<file path="src/rtl/seq_shift_add_multiplier.sv">
// Sequential shift-and-add multiplier, one multiplier bit per cycle.
// Define SEQ_MULT_SIGNED_EN for two's complement operands.
module seq_shift_add_multiplier #(
  parameter int WIDTH = 8
) (
  input  logic               clk,
  input  logic               rst,
  input  logic               in_valid,
  output logic               in_ready,
  input  logic [WIDTH-1:0]   a,
  input  logic [WIDTH-1:0]   b,
  output logic               out_valid,
  input  logic               out_ready,
  output logic [2*WIDTH-1:0] product,
  output logic               busy
);

  localparam int PW = 2 * WIDTH;
  localparam int CW = $clog2(WIDTH);

  typedef enum logic [1:0] {
    IDLE,
    RUN,
    DONE
  } state_t;

  state_t          state_q;
  logic [PW-1:0]   a_q;
  logic [PW-1:0]   acc_q;
  logic [PW-1:0]   prod_q;
  logic [WIDTH-1:0] b_q;
  logic [CW-1:0]   cnt_q;

  logic [PW-1:0]   a_ext;
  logic [PW-1:0]   addend;
  logic [PW-1:0]   acc_d;
  logic            last;

  always_comb begin
`ifdef SEQ_MULT_SIGNED_EN
    a_ext = {{WIDTH{a[WIDTH-1]}}, a};
`else
    a_ext = {{WIDTH{1'b0}}, a};
`endif
    last   = (cnt_q == CW'(WIDTH - 1));
    addend = b_q[cnt_q] ? (a_q << cnt_q) : '0;
`ifdef SEQ_MULT_SIGNED_EN
    // MSB of a two's complement multiplier carries negative weight
    acc_d  = last ? (acc_q - addend) : (acc_q + addend);
`else
    acc_d  = acc_q + addend;
`endif
  end

  always_ff @(posedge clk) begin
    if (rst) begin
      state_q <= IDLE;
      a_q     <= '0;
      b_q     <= '0;
      acc_q   <= '0;
      cnt_q   <= '0;
      prod_q  <= '0;
    end else begin
      unique case (state_q)
        IDLE: begin
          if (in_valid) begin
            a_q     <= a_ext;
            b_q     <= b;
            acc_q   <= '0;
            cnt_q   <= '0;
            state_q <= RUN;
          end
        end
        RUN: begin
          acc_q <= acc_d;
          cnt_q <= cnt_q + 1'b1;
          if (last) begin
            prod_q  <= acc_d;
            state_q <= DONE;
          end
        end
        DONE: begin
          if (out_ready) state_q <= IDLE;
        end
        default: state_q <= IDLE;
      endcase
    end
  end

  assign in_ready  = (state_q == IDLE);
  assign busy      = (state_q == RUN);
  assign out_valid = (state_q == DONE);
  assign product   = prod_q;

endmodule

</file>
<file path="config.mk">
export PLATFORM = sky130hd
export DESIGN_NAME = seq_shift_add_multiplier
export DESIGN_NICKNAME = d
export VERILOG_FILES = /design/src/rtl/seq_shift_add_multiplier.sv
export SDC_FILE = /design/constraint.sdc
export NUM_CORES = 1
export LEC_CHECK = 0
export BUFFER_PORTS_ARGS = -buffer_cell sky130_fd_sc_hd__buf_2
export CORE_MARGIN = 4
export CORE_UTILIZATION = 50
export DETAILED_ROUTE_END_ITERATION = 12
export MAX_ROUTING_LAYER = met4
export PLACE_DENSITY = 0.69
export SLEW_MARGIN = 15
export SYNTH_ARGS = -nofsm -noshare
export SYNTH_HDL_FRONTEND = slang
export SYNTH_SLANG_ARGS = --single-unit
</file>
<file path="constraint.sdc">
create_clock -name clk -period 8.6 [get_ports clk]
set_input_delay 0.86 -clock clk [delete_from_list [all_inputs] [get_ports clk]]
set_output_delay 0.86 -clock clk [all_outputs]
set_load 0.01 [all_outputs]
</file>
; Yosys cells after proc, flatten, opt, wreduce, memory -nomap -nowiden
; Index checks and enable logic that the tools add are counted.
[op_classes]
muxes = 11
n_eq_ne = 6
shifts = 1
multipliers = 0
reduce_logical = 6
div_mod_pow = 0
addsub = 2
bitwise = 0
order_cmp = 1
[op_table]
columns = op, n
row1 = two-way mux 16 bit, 2
row2 = case mux 16 bit (2 select lines), 1
row3 = adder 16 bit, 1
row4 = << shifter 8 x 3 -> 16 bit, 1
row5 = two-way mux 2 bit, 3
row6 = case mux 2 bit (3 select lines), 1
row7 = case mux 3 bit (2 select lines), 1
row8 = AND reduction 2 bit, 3
row9 = < comparator 3 x 4 -> 1 bit (second input constant), 1
row10 = inequality test 2 x 1 -> 1 bit (second input constant), 2
row11 = adder 3 x 1 -> 3 bit (second input constant), 1
row12 = binary-select mux 1 bit (select 3 bit), 1
row13 = == test 3 bit (second input constant), 1
row14 = two-way mux 3 bit, 1
row15 = AND reduction 3 bit, 1
row16 = == test 2 x 1 -> 1 bit (second input constant), 1
row17 = == test 2 bit (second input constant), 1
row18 = zero test 2 bit, 1
row19 = inequality test 2 bit (second input constant), 1
row20 = nonzero test 2 bit, 1
row21 = two-way mux 1 bit, 1
[word_totals]
latch_bits = 0
ram_bits = 0
mem_bits_ro = 0
register_bits = 53
inputBits = 20
n_memories = 0
word_cells = 33
output_inout_bits = 19

; Logic depth before layout (Yosys ltp)
; Gate-level depths: netlist of the first run.
[logic_depth]
ltp_word = 5
mapped_depth = 14
ltp_nobuf = 11

; Worst setup path before layout of the first run
; Ideal clock, no wire load.
[synth_timing]
path_type = reg-to-reg
startpoint = register cnt_q[0]
endpoint = register prod_q[14], in the netlist product[14]
arrival_time_ns = 2.923
required_time_ns = 8.478
path_stages_with_launch = 13
path_buffers = 2
period_less_slack_ns = 3.045
path_slack_ns = 5.555
path_cell_list = dfxtp_1 -> buf_2 -> mux4_2 -> nand2_1 -> and2_1 -> buf_2 -> nor2_1 -> ha_1 -> a21o_1 -> a311o_2 -> nand3_2 -> a2111oi_2 -> a311o_1
[synth_between]
elab_chain_cells = 4
elab_cells_between_ends = 7
cone_classes = 1 x add/sub / 1 x eq/ne / 1 x shift / 3 x mux / 1 x reduce/logical
[synth_rtl]
columns = element, line_no
row1 = from (decl), 32  ; logic [CW-1:0] cnt_q;
row2 = from (signal assigned), 76  ; cnt_q <= cnt_q + 1'b1;
row3 = binary-select mux 1 bit (select 3 bit), 46  ; addend = b_q[cnt_q] ? (a_q << cnt_q) : '0;
row4 = two-way mux 1 bit (implied by the code), 46
row5 = two-way mux 16 bit, 46
row6 = adder 16 bit, 51  ; acc_d = acc_q + addend;
row7 = to (signal assigned), 62  ; prod_q <= '0;
row8 = to (signal assigned), 78  ; prod_q <= acc_d;
row9 = to (decl), 30  ; logic [PW-1:0] prod_q;
; Parallel ways exist; a longest one is shown, timed or not. The select of a mux whose other input is x is not followed.
; A chain may end at the register's enable or synchronous reset.

; Final worst setup path of the first run
; Same ends and word-level chain as after synthesis.

==> flow_summary.toml, run 1 <==
[floorplan]
floorplan.die.height_um = 88.82
dieArea_um2 = 7888
rows = 29
core-area_um2 = 6350
die_x_um = 88.82
initial_core_util_pct = 51.43
pin_count = 39

[cells_and_area]
multi_input_area_um2 = 2071
seq_area_um2 = 1061
n_fill_cell = 600
antennaDiodeCount = 0
drive_gt1_share_pct = 16.74
area_delta_synth_final_pct = 8.697
final_nets = 467

[drt]
via_per_inst = 5.923
routedWlPerCell_um = 16.21
drt_pass1_iterations = 4
drt_wl_total_um = 8220
initialDrtViolationCount = 165
vias = 3003
final_antenna_net_count = 0
drc = 0

[worst_setup_path]
r2r-end = "product[14]"
critPathLaunch = "cnt_q[0]"
critPathKind = "reg2reg"
reg2reg_depth = 10
path_max_fanout = 19
end_kind = "flip-flop"
critPathArrivalTime_ns = 3.95
reg2reg_from = "cnt_q[0]"
start_kind = "flip-flop"
cp.required_ns = 8.80
r2r_slack_ns = 4.85

[grt]
grt_pass1_vias = 2817
grt_pass1_wl_um = 13880
grt_start_max_net_pins = 58
track_usage_pct = 23.12
grt_overflow = 0
antenna_found_initial = 0

[hold_path]
hold_path_class = "reg2reg"
hold_end = "product[4]"
min_path_cells = 2
hp-start = "product[4]"

[synth]
synthArstFlopShare_pct = 0
ys_ff_latch = 53
synth_edf_count = 0
synth_flop_cell = "dfxtp_1"
netlist_instances = 411
ys_types = 62
syn_area_um2 = 3266
synth_nets = 449
seq_area_frac_synth_pct = 32.49
yosys.area.top_type_share_pct = 32.49
syn_avg_cell_area_um2 = 7.946
ys_warn_count = 0
yosysTopAreaCell = "dfxtp_1"
ys_top_cells_by_area = "dfxtp_1 (32%), nand2_1 (8.2%), a21oi_1 (8.0%)"

[cts]
ctsRootBufferMaster = "clkbuf_8"
clkSinkCount = 53
insertion_delay_ns = 0.31
cts_buffer_depth = 2
cts_tree = "yes"
clk_pin_slew_ns = 0.09
cts_buffers = 5
htree_levels = 2
ctsHoldBuffers = 0
ctsResizeCount = 0
postCtsSetupRepairBufs = 0

[placed_design]
pre_cts_slack_ns = 4.904
port_buffers = 38
hpwl_um = 6007
place_congestion = 0.9593

[timing]
fin_crit_ns = 3.747
fmax_mhz = 266.9
finalHoldViolCount = 0
relSlewSlack_pct = 29.08
setup_ws_ns = 4.853
post-route-period-util_pct = 43.57
grt_setup_unrepaired = "false"
tightestPinTransition_ns = 1.064
slew_viol_final = 0
setup_viol = 0
fin_skew_ns = 0.004252
fin_tns_setup_ns = 0

[power_and_ir_drop]
power.density_nw_per_um2 = 136.1
p_leak_nw = 1.440
peakVddDrop_mv = 0.06670

[run_status]
run_status = "finished, final reports clean"

[run]
drv_cap = 0
## stage by stage
step | total power, mW | cells | cell area (um2) | util (%) | hold WS [ns]
after CTS | 0.4877 | 507 | 3550 | 55.90 | 0.4568
after detailed placement | 0.3108 | 499 | 3430 | 54.01 | 0.4431
after floorplan | 0.2971 | 411 | 3266 | - | 0.4321
after global routing | 0.5028 | 507 | 3550 | 55.90 | 0.4842
after global placement | 0.3096 | 499 | 3430 | 54.01 | 0.4415
final | 0.4831 | 507 | 3550 | 55.90 | 0.4546
## cell families (layout without fill, tap and decap cells)
family	count (synthesis)	count (layout)	synth area share, %
muxes	17	17	6.168
AOI/OAI and AO/OA	116	116	24.18
adders and majority gates	18	18	7.126
xor gates and xnor gates	4	4	1.073
and+or+nand+nor	173	173	24.87
buffers and inverters	30	49	4.099
DFF	53	53	32.49
## power by group
part	switching, mW	internal (mW)
sequential	0.00695	0.251
clock	0.0836	0.0947
combinational	0.0298	0.0170
## cells in the mapped netlist (6+ instances only)
| library cell | instances |
|---|---|
| mux2i_1 | 10 |
| o21ai_0 | 11 |
| buf_1 | 6 |
| nand3_1 | 21 |
| ha_1 | 17 |
| nor3_1 | 7 |
| nor2_1 | 34 |
| a21oi_1 | 52 |
| clkbuf_1 | 9 |
| dfxtp_1 | 53 |
| a21o_1 | 7 |
| nand2b_1 | 6 |
| nand2_1 | 71 |
| buf_2 | 11 |
## sequential cells by signal (all words and copies together), names as in the netlist
signal and count:
acc_q 16, b_q 8, product 16, a_q 8, state_q 2, cnt_q 3
## critical path, stage by stage, from the launching register on
cell       delay, ns
dfxtp_1         0.79
mux4_2          0.59
nand2_1         0.18
and2_1          0.29
nor2_1          0.09
ha_1            0.40
a21oi_2         0.26
o21ai_1         0.15
a311oi_4        0.40
a2111oi_2       0.13
a311o_1         0.36
## layout make-up
cell class	instances	share of cell area (%)
multi-input combinational	328	58.34
sequential	53	29.89
timing repair buffer	38	5.358
tap	77	2.714
clock buffer	6	2.326
clock inverter	2	1.057
inverter	3	0.3172
## worst max-delay path by stage
stage / endpoint / depth (start not counted)
floorplan: product[14] / 12
global placement: product[14] / 10
detailed placement: product[14] / 10
CTS: product[15] / 10
global route: product[13] / 10
finish: product[14] / 10
## layer usage
metal | share of wire [%] | track usage (%) | vias up
li1 | - | - | 1517
met1 | 46 | 30.17 | 1406
met2 | 47 | 36.71 | 68
met3 | 4.6 | 3.818 | 12
met4 | 1.8 | 6.731 | 0
met5 | 0 | - | -
## cell usage in the layout, fill, tap and decap left out, drive strengths merged, types with 2 or more instances in the layout
| master | instances |
|---|---|
| a211o | 4 |
| or4 | 4 |
| a311oi | 2 |
| a311o | 3 |
| nand3 | 22 |
| a32o | 4 |
| a2111oi | 2 |
| a21o | 7 |
| mux2 | 5 |
| nand2 | 71 |
| nand4 | 3 |
| xor2 | 2 |
| o211ai | 2 |
| nand2b | 6 |
| nor3 | 8 |
| mux2i | 10 |
| a211oi | 4 |
| a31oi | 3 |
| nor2b | 2 |
| and2 | 4 |
| xnor2 | 2 |
| inv | 3 |
| clkbuf | 6 |
| ha | 17 |
| nor2 | 34 |
| buf | 38 |
| dfxtp | 53 |
| o21ai | 16 |
| nor3b | 5 |
| and3 | 5 |
| a21oi | 57 |
| o21a | 5 |
| or3 | 5 |
| mux4 | 2 |
Power figures use the tool's default switching activity.
==> run 2: changes to the inputs <==
- clock period: 8.6 -> 3.6 ns (I/O delays scaled with it)
==> run 2 against run 1 <==
  * Maximum frequency grew 15%
  * Clock-buffer cell count is 1 higher
  * Worst hold slack worse by 0.18 ns
  * Cell count is 1.6% higher
  * Total power increased by 140%
  * Worst setup slack worse by 4.5 ns
  * Non-clock buffer count is 8 higher
  * First-iteration DRC count decreased by 12%
  * Register-to-register slack lost 4.5 ns
  * Routed wire length decreased by 2.3%
  * Largest power group unchanged
==> flow_summary.toml, run 2 (synthesized netlist as in run 1, its figures left out) <==
[run_status]
run_status = "finished, final reports clean"

[grt]
track_usage_pct = 22.65
grt_pass1_vias = 2838
antenna_found_initial = 0
grt_overflow = 0
grt_pass1_wl_um = 13710
grt_start_max_net_pins = 53

[cells_and_area]
final_cell_mix = "nand2_1 (71), dfxtp_1 (53), a21oi_1 (52)"
antennaDiodeCount = 0
n_fill_cell = 621
area_delta_synth_final_pct = 10.42
final_common_cell = "nand2_1"
drive_gt1_share_pct = 18.04
utilization_pct = 56.79
final_nets = 475

[floorplan]
dieArea_um2 = 7888
initial_core_util_pct = 51.43
floorplan.die.height_um = 88.82
core-area_um2 = 6350
rows = 29
pin_count = 39
die_x_um = 88.82

[drt]
routedWlPerCell_um = 15.60
drt_pass1_iterations = 4
drt_wl_total_um = 8032
drc = 0
final_antenna_net_count = 0
via_per_inst = 5.843
vias = 3009
initialDrtViolationCount = 145

[timing]
post-route-period-util_pct = 90.79
fin_skew_ns = 0.006572
fin_tns_setup_ns = 0
fmax_mhz = 306.0
tightestPinTransition_ns = 1.034
whs_ns = 0.2791
finalHoldViolCount = 0
grt_setup_unrepaired = "false"
setup_viol = 0
fin_crit_ns = 3.268
relSlewSlack_pct = 31.01
slew_viol_final = 0

[cts]
cts_tree = "yes"
clk_pin_slew_ns = 0.10
cts_buffer_depth = 2
clkSinkCount = 53
ctsHoldBuffers = 0
cts_buffers = 5
insertion_delay_ns = 0.30
ctsRootBufferMaster = "clkbuf_8"
ctsResizeCount = 0
htree_levels = 2
postCtsSetupRepairBufs = 0

[placed_design]
port_buffers = 38
hpwl_um = 6025
place_congestion = 0.8906

[worst_setup_path]
path_max_fanout = 11
critPathKind = "reg2reg"
end_kind = "flip-flop"
cp.required_ns = 3.80
critPathArrivalTime_ns = 3.47
start_kind = "flip-flop"

[power_and_ir_drop]
power.density_nw_per_um2 = 319.8
p_leak_nw = 1.482
peakVddDrop_mv = 0.2291

[hold_path]
hold_path_class = "in2reg"

[run]
drv_cap = 0
## run 2: changes by cell type in the layout (fill, tap and decap cells not counted)
cell,delta
clkbuf_1,+1
clkinvlp_4,-1
buf_4,+8
## run 2: worst paths after layout
kind,start,depth (start not counted),slack (ns),endpoint
setup reg to reg,cnt_q[1],10,0.33,product[13]
hold / removal,a[4],3,0.28,a_q[4]
hold reg to reg,b_q[3],2,0.46,b_q[3]
setup / recovery,cnt_q[1],10,0.33,product[13]
## run 2: worst max-delay path, stage by stage (launching register included)
cell	delay, ns
dfxtp_1	0.57
buf_4	0.24
mux2i_1	0.10
mux2_2	0.28
a211oi_1	0.32
ha_1	0.41
a21oi_1	0.24
o211ai_1	0.11
a21oi_1	0.37
a2111oi_0	0.18
a311o_1	0.34
## run 2: stage by stage
stage	setup WS [ns]	instance area (um2)	instances	total power, mW
CTS	0.3312	3606	515	1.166
global route	0.01674	3606	515	1.214
global placement	0.3039	3490	507	0.7434
finish	0.3315	3606	515	1.153
floorplan	0.5549	3266	411	0.7097
detailed placement	0.3391	3490	507	0.7447
## run 2: layer usage
metal | GRT usage [%] | share of wire, %
met1 | 29.87 | 46
met2 | 36.03 | 47
met3 | 3.073 | 4.5
met4 | 6.731 | 1.6
met5 | - | 0
## run 2: layout make-up
cell class                      instances  area, um2  share of cell area [%]
Timing Repair Buffer                   46      250.2                   6.940
Clock buffer                            7      86.33                   2.394
Sequential cell                        53       1061                   29.42
Tap cell                               77      96.34                   2.672
Inverter                                3      11.26                  0.3123
Clock inverter                          1      30.03                  0.8328
Multi-Input combinational cell        328       2071                   57.43
## run 2: report_power, final
part | switching [mW] | total [mW] | leakage, nW | internal (mW)
logic | 0.0759 | 0.120 | 0.993 | 0.0437
clock network | 0.195 | 0.422 | 0.0585 | 0.227
registers | 0.0117 | 0.612 | 0.430 | 0.600
